<file path="src/rtl/apb_uart_core.sv">
// UART 8N1 transmitter and receiver behind an APB-style select.
// TX starts on a write to TX_ADDR; RX runs continuously and exposes the last good byte.
module apb_uart_core #(
    parameter int         C       = 87,
    parameter logic [7:0] TX_ADDR = 8'h02,
    parameter logic [7:0] RX_ADDR = 8'h01
) (
    input  logic       PCLK,
    input  logic       PRESETn,
    input  logic       PSEL,
    input  logic       PENABLE,
    input  logic [7:0] PADDR,
    input  logic       PWRITE,
    input  logic [7:0] PWDATA,
    output logic [7:0] PRDATA,
    input  logic       rx_serial,
    output logic       tx_serial,
    output logic       tx_active,
    output logic       tx_done,
    output logic       rx_done,
    output logic [7:0] rx_data
);
    localparam int CW = (C > 2) ? $clog2(C) : 1;
    localparam logic [CW-1:0] CNT_LAST = CW'(C - 1);
    localparam logic [CW-1:0] CNT_MID  = CW'((C - 1) / 2);

    typedef enum logic [2:0] {S_IDLE, S_START, S_DATA, S_STOP, S_CLEANUP} state_e;

    state_e          tx_state_q;
    logic [CW-1:0]   tx_cnt_q;
    logic [2:0]      tx_bit_q;
    logic [7:0]      tx_data_q;
    logic            tx_serial_q, tx_active_q, tx_done_q;

    state_e          rx_state_q;
    logic [CW-1:0]   rx_cnt_q;
    logic [2:0]      rx_bit_q;
    logic [7:0]      rx_shift_q, rx_data_q;
    logic [1:0]      rx_sync_q;
    logic            rx_done_q;

    logic tx_start;
    logic rx_bit;

    assign tx_start = PSEL & PENABLE & PWRITE & (PADDR == TX_ADDR);
    assign rx_bit   = rx_sync_q[1];

    always_ff @(posedge PCLK or negedge PRESETn) begin
        if (!PRESETn) begin
            tx_state_q  <= S_IDLE;
            tx_cnt_q    <= '0;
            tx_bit_q    <= '0;
            tx_data_q   <= '0;
            tx_serial_q <= 1'b1;
            tx_active_q <= 1'b0;
            tx_done_q   <= 1'b0;
        end else begin
            case (tx_state_q)
                S_IDLE: begin
                    tx_serial_q <= 1'b1;
                    tx_done_q   <= 1'b0;
                    tx_cnt_q    <= '0;
                    tx_bit_q    <= '0;
                    if (tx_start) begin
                        tx_data_q   <= PWDATA;
                        tx_serial_q <= 1'b0;
                        tx_active_q <= 1'b1;
                        tx_state_q  <= S_START;
                    end
                end
                S_START: begin
                    if (tx_cnt_q == CNT_LAST) begin
                        tx_cnt_q    <= '0;
                        tx_serial_q <= tx_data_q[0];
                        tx_state_q  <= S_DATA;
                    end else begin
                        tx_cnt_q <= tx_cnt_q + CW'(1);
                    end
                end
                S_DATA: begin
                    if (tx_cnt_q == CNT_LAST) begin
                        tx_cnt_q <= '0;
                        if (tx_bit_q == 3'd7) begin
                            tx_bit_q    <= '0;
                            tx_serial_q <= 1'b1;
                            tx_state_q  <= S_STOP;
                        end else begin
                            tx_bit_q    <= tx_bit_q + 3'd1;
                            tx_serial_q <= tx_data_q[tx_bit_q + 3'd1];
                        end
                    end else begin
                        tx_cnt_q <= tx_cnt_q + CW'(1);
                    end
                end
                S_STOP: begin
                    if (tx_cnt_q == CNT_LAST) begin
                        tx_cnt_q    <= '0;
                        tx_done_q   <= 1'b1;
                        tx_active_q <= 1'b0;
                        tx_state_q  <= S_CLEANUP;
                    end else begin
                        tx_cnt_q <= tx_cnt_q + CW'(1);
                    end
                end
                S_CLEANUP: begin
                    tx_done_q  <= 1'b0;
                    tx_state_q <= S_IDLE;
                end
                default: tx_state_q <= S_IDLE;
            endcase
        end
    end

    // Synchronizer resets high so a reset never looks like a start bit.
    always_ff @(posedge PCLK or negedge PRESETn) begin
        if (!PRESETn) begin
            rx_sync_q  <= 2'b11;
            rx_state_q <= S_IDLE;
            rx_cnt_q   <= '0;
            rx_bit_q   <= '0;
            rx_shift_q <= '0;
            rx_data_q  <= '0;
            rx_done_q  <= 1'b0;
        end else begin
            rx_sync_q <= {rx_sync_q[0], rx_serial};
            case (rx_state_q)
                S_IDLE: begin
                    rx_done_q <= 1'b0;
                    rx_cnt_q  <= '0;
                    rx_bit_q  <= '0;
                    if (!rx_bit) rx_state_q <= S_START;
                end
                S_START: begin
                    if (rx_cnt_q == CNT_MID) begin
                        rx_cnt_q   <= '0;
                        rx_state_q <= rx_bit ? S_IDLE : S_DATA;
                    end else begin
                        rx_cnt_q <= rx_cnt_q + CW'(1);
                    end
                end
                S_DATA: begin
                    if (rx_cnt_q == CNT_LAST) begin
                        rx_cnt_q   <= '0;
                        rx_shift_q <= {rx_bit, rx_shift_q[7:1]};
                        if (rx_bit_q == 3'd7) begin
                            rx_bit_q   <= '0;
                            rx_state_q <= S_STOP;
                        end else begin
                            rx_bit_q <= rx_bit_q + 3'd1;
                        end
                    end else begin
                        rx_cnt_q <= rx_cnt_q + CW'(1);
                    end
                end
                S_STOP: begin
                    if (rx_cnt_q == CNT_LAST) begin
                        rx_cnt_q   <= '0;
                        rx_state_q <= S_CLEANUP;
                        if (rx_bit) begin
                            rx_data_q <= rx_shift_q;
                            rx_done_q <= 1'b1;
                        end
                    end else begin
                        rx_cnt_q <= rx_cnt_q + CW'(1);
                    end
                end
                S_CLEANUP: begin
                    rx_done_q  <= 1'b0;
                    rx_state_q <= S_IDLE;
                end
                default: rx_state_q <= S_IDLE;
            endcase
        end
    end

    assign tx_serial = tx_serial_q;
    assign tx_active = tx_active_q;
    assign tx_done   = tx_done_q;
    assign rx_done   = rx_done_q;
    assign rx_data   = rx_data_q;
    assign PRDATA    = (PSEL & ~PWRITE & (PADDR == RX_ADDR)) ? rx_data_q : 8'h00;
endmodule

</file>
<file path="config.mk">
export PLATFORM = sky130hd
export DESIGN_NAME = apb_uart_core
export DESIGN_NICKNAME = d
export VERILOG_FILES = /design/src/rtl/apb_uart_core.sv
export SDC_FILE = /design/constraint.sdc
export NUM_CORES = 1
export LEC_CHECK = 0
export CAP_MARGIN = 20
export CORE_MARGIN = 2
export CORE_UTILIZATION = 39
export DETAILED_ROUTE_END_ITERATION = 8
export HOLD_SLACK_MARGIN = 0.08
export MAX_ROUTING_LAYER = met4
export PLACE_DENSITY = 0.66
export SYNTH_ARGS = -nofsm -noshare
export SYNTH_HDL_FRONTEND = slang
export SYNTH_SLANG_ARGS = --single-unit
</file>
<file path="constraint.sdc">
create_clock -name PCLK -period 2.25 [get_ports PCLK]
set_input_delay 0.225 -clock PCLK [delete_from_list [all_inputs] [get_ports PCLK]]
set_output_delay 0.225 -clock PCLK [all_outputs]
set_load 0.02 [all_outputs]
</file>
==> results.toml <==
[timing]
rsz0062_at_grt = "no"
finalWorstSetupSlack_ns = 0.09606
timing_worst_slew_pin_value_ns = 0.4478
final.hold.worst_slack_ns = 0.3196
finalCritPeriodShare = 0.9573
slew_headroom = 0.7015
max_freq_mhz = 464.3
worst_clock_skew_ns = 0.008022
setup-tns-final_ns = 0
timing_max_transition_violations_final = 0
final_hold_viol_count = 0
report.final.setup_viol = 0
finalCriticalPeriod_ns = 2.154

[placed_design]
numPortBuffers = 41
pre_cts_slack_ns = -0.3568
place_inst = 383
finalWeightedCongestion = 0.8013
hpwl_mm = 3.677

[drt]
wl_per_cell_microns = 13.32
initialDrtViolationCount = 46
final_antenna_net_count = 0
wl_met2_mm = 2.660
drtPass1Iterations = 4
drt-met1-wl_mm = 2.349
route.detailed.vias_per_inst = 5.128
wl_met3_microns = 188
drt_drc_violations_left = 0
wirelength_mm = 5.222
route.vias.total = 2010
maxUsedRoutingLayer = "met4"

[logic_synthesis]
synth_area_sq_mm = 0.002755
synthDistinctLibCells = 47
synth_enable_flop_cells = 0
syn_inst = 243
ys_async_sr_fraction = 1.000
postSynthRegisterBits = 56
syn-num-nets = 273
yosys_warnings = 0
syn_avg_cell_area_sq_um = 11.34
postSynth.topFlopCell = "sky130_fd_sc_hd__dfrtp_1"
yosysSeqAreaShare = 0.5100

[clock_network]
cts_num_sinks = 56
cts_tree = "built"
cts_buffer_depth = 2
ctsHtreeMaxLevel = 2
tritoncts.num_buffers = 5
insertion_delay_ns = 0.31
clock-root-buffer = "sky130_fd_sc_hd__clkbuf_8"
clk_transition_reported_paths_ns = 0.10

[critical_path]
critical_path_required_ns = 2.03
endpoint_class_of_the_critical_path = "primary output"
path_max_fanout = 8
cp-start-kind = "input port"
rrSetupSlack_ns = 0.31
worst-endpoint-arrival_ns = 1.93
critical_path_class = "input port to primary output"

[run]
drv.max_cap_violation_count = 0

[hold_path]
timing.hold.worst.class = "input port to flip-flop"

[final_layout]
layout_commonest_cell = "sky130_fd_sc_hd__dfrtp_1"
fillers = 651
drive_above_1_share = 0.2196
final_cells = 392
antenna_fix_cells = 0
areaGrowthSynthToFinish_pct = 23.66
most_used_cells_in_the_layout_excluding_fill_and_tap_cells = "53 x sky130_fd_sc_hd__dfrtp_1, 32 x sky130_fd_sc_hd__clkdlybuf4s50_1, 23 x sky130_fd_sc_hd__nand2_1, 17 x sky130_fd_sc_hd__mux2_2, 16 x sky130_fd_sc_hd__nor2_1"
final_net_count = 325

[grt]
globalRouteOverflowTotal = 0
first_global_vias = 2092
grt_pass1_wl_mm = 9.321
grt_start_max_net_pins = 57
grt_antenna_before_repair = 0
grt_use_total = 0.1552

[power_and_ir_drop]
powerDensity_mw_per_mm2 = 500.7
p_leak_nw = 1.578
vdd.ir_drop.worst_mv = 0.3554

[status]
run_status = "finished, final reports clean"

[die]
die_y_microns = 88.05
initial_core_util = 0.4033
floorplan_die_area_sq_mm = 0.007753
rows = 30
num_io_pins = 42
core_region_area_sq_mm = 0.006832
dieWidth_microns = 88.05
[registers in the layout (all words and copies together) (netlist names), 2 cells and up]
| signal | flops |
|---|---|
| tx_data_q | 8 |
| rx_state_q | 3 |
| rx_data | 8 |
| tx_cnt_q | 7 |
| rx_sync_q | 2 |
| tx_state_q | 3 |
| rx_cnt_q | 7 |
| rx_shift_q | 8 |
| rx_bit_q | 3 |
| tx_bit_q | 3 |
[routing by layer]
metal	GRT usage	up-vias
li1	-	985
met1	0.2042	987
met2	0.2534	36
met3	0.02922	2
met4	0.03168	0
met5	-	-
[area by class of cell]
type / instances / area [sq um] / area share
clock buffers: 5 / 68.82 / 0.02020
well taps: 96 / 120.1 / 0.03526
repair buffers: 50 / 447.9 / 0.1315
flip-flops and latches: 56 / 1405 / 0.4124
multi-input cells: 175 / 1313 / 0.3852
inverters: 7 / 26.28 / 0.007712
clock inverters: 3 / 26.28 / 0.007712
[cells by family (layout without fill, tap and decap cells)]
group | after synthesis | in the layout | share of synthesized area
AOI/OAI and AO/OA | 42 | 42 | 0.1040
xor gates and xnor gates | 6 | 6 | 0.01907
adders and majority gates | 8 | 8 | 0.03633
buffers and inverters | 12 | 65 | 0.01907
DFF | 56 | 56 | 0.5100
muxes | 28 | 28 | 0.1331
and+or+nand+nor | 91 | 91 | 0.1785
[report_power, final]
part | total, W | internal [W] | switching, W
clock | 0.000565 | 0.000228 | 0.000337
combinational | 0.000104 | 0.0000562 | 0.0000479
sequential | 0.00104 | 0.00102 | 0.0000167
[final timing paths]
path                              startpoint       endpoint  cells past startpoint
worst max-delay path                PADDR[5]      PRDATA[7]                      6
max in group asynchronous            PRESETn   rx_sync_q[0]                      3
worst min-delay path               rx_serial   rx_sync_q[0]                      1
worst max register to register   rx_cnt_q[0]  rx_shift_q[7]                      6
worst min register to register  rx_sync_q[0]   rx_sync_q[1]                      0
min in group asynchronous            PRESETn   tx_data_q[7]                      3
[stage by stage]
step           power, W    util  instance area [sq um]
2_1_floorplan  0.001087       -                   2755
5_1_grt        0.001789  0.4987                   3407
6_report       0.001706  0.4987                   3407
3_5_place_dp   0.001159  0.4870                   3327
3_3_place_gp   0.001157  0.4870                   3327
4_1_cts        0.001730  0.5011                   3423
[Yosys cell counts (2+ instances only)]
library cell               instances  area [sq um]
sky130_fd_sc_hd__dfrtp_1          53          1326
sky130_fd_sc_hd__nand2_1          23         86.33
sky130_fd_sc_hd__mux2_2           17         191.4
sky130_fd_sc_hd__nor2_1           16         60.06
sky130_fd_sc_hd__o21ai_0          13         65.06
sky130_fd_sc_hd__and2_1           10         62.56
sky130_fd_sc_hd__ha_1              8         100.1
sky130_fd_sc_hd__mux2_4            8         120.1
sky130_fd_sc_hd__inv_1             7         26.28
sky130_fd_sc_hd__nand3_1           7         35.03
sky130_fd_sc_hd__a22o_1            6         52.55
sky130_fd_sc_hd__a21oi_1           5         25.02
sky130_fd_sc_hd__or2_2             5         31.28
sky130_fd_sc_hd__clkbuf_1          4         15.01
sky130_fd_sc_hd__nand4_1           4         25.02
sky130_fd_sc_hd__nor3_1            4         20.02
sky130_fd_sc_hd__nor4_1            4         25.02
sky130_fd_sc_hd__xnor2_1           4         35.03
sky130_fd_sc_hd__dfstp_2           3         78.83
sky130_fd_sc_hd__o211ai_1          3         22.52
sky130_fd_sc_hd__or3_1             3         18.77
sky130_fd_sc_hd__a311oi_1          2         17.52
sky130_fd_sc_hd__a31oi_1           2         12.51
sky130_fd_sc_hd__mux4_2            2         45.04
sky130_fd_sc_hd__nand2b_1          2         12.51
sky130_fd_sc_hd__nand4b_1          2         17.52
sky130_fd_sc_hd__nor2b_1           2         12.51
sky130_fd_sc_hd__nor3b_1           2         15.01
sky130_fd_sc_hd__o21a_1            2         15.01
sky130_fd_sc_hd__or3b_2            2         17.52
sky130_fd_sc_hd__xor2_1            2         17.52
[worst max-delay path: stages]
cell	delay, ns
sky130_fd_sc_hd__clkdlybuf4s50_1	0.40
sky130_fd_sc_hd__or4_4	0.56
sky130_fd_sc_hd__nor4_4	0.27
sky130_fd_sc_hd__buf_4	0.19
sky130_fd_sc_hd__and2_1	0.12
sky130_fd_sc_hd__buf_2	0.15
[what timing repair did]
action / 4_1_cts / 5_1_grt
hold buffers: 1 / 0
setup buffers: 0 / 0
endpoints found under the hold margin: 53 / 0
pin swaps: 0 / 0
gates resized for setup: 29 / 5
setup endpoints to repair: 8 / 8
Note: power is estimated with default switching activity, not from simulation.
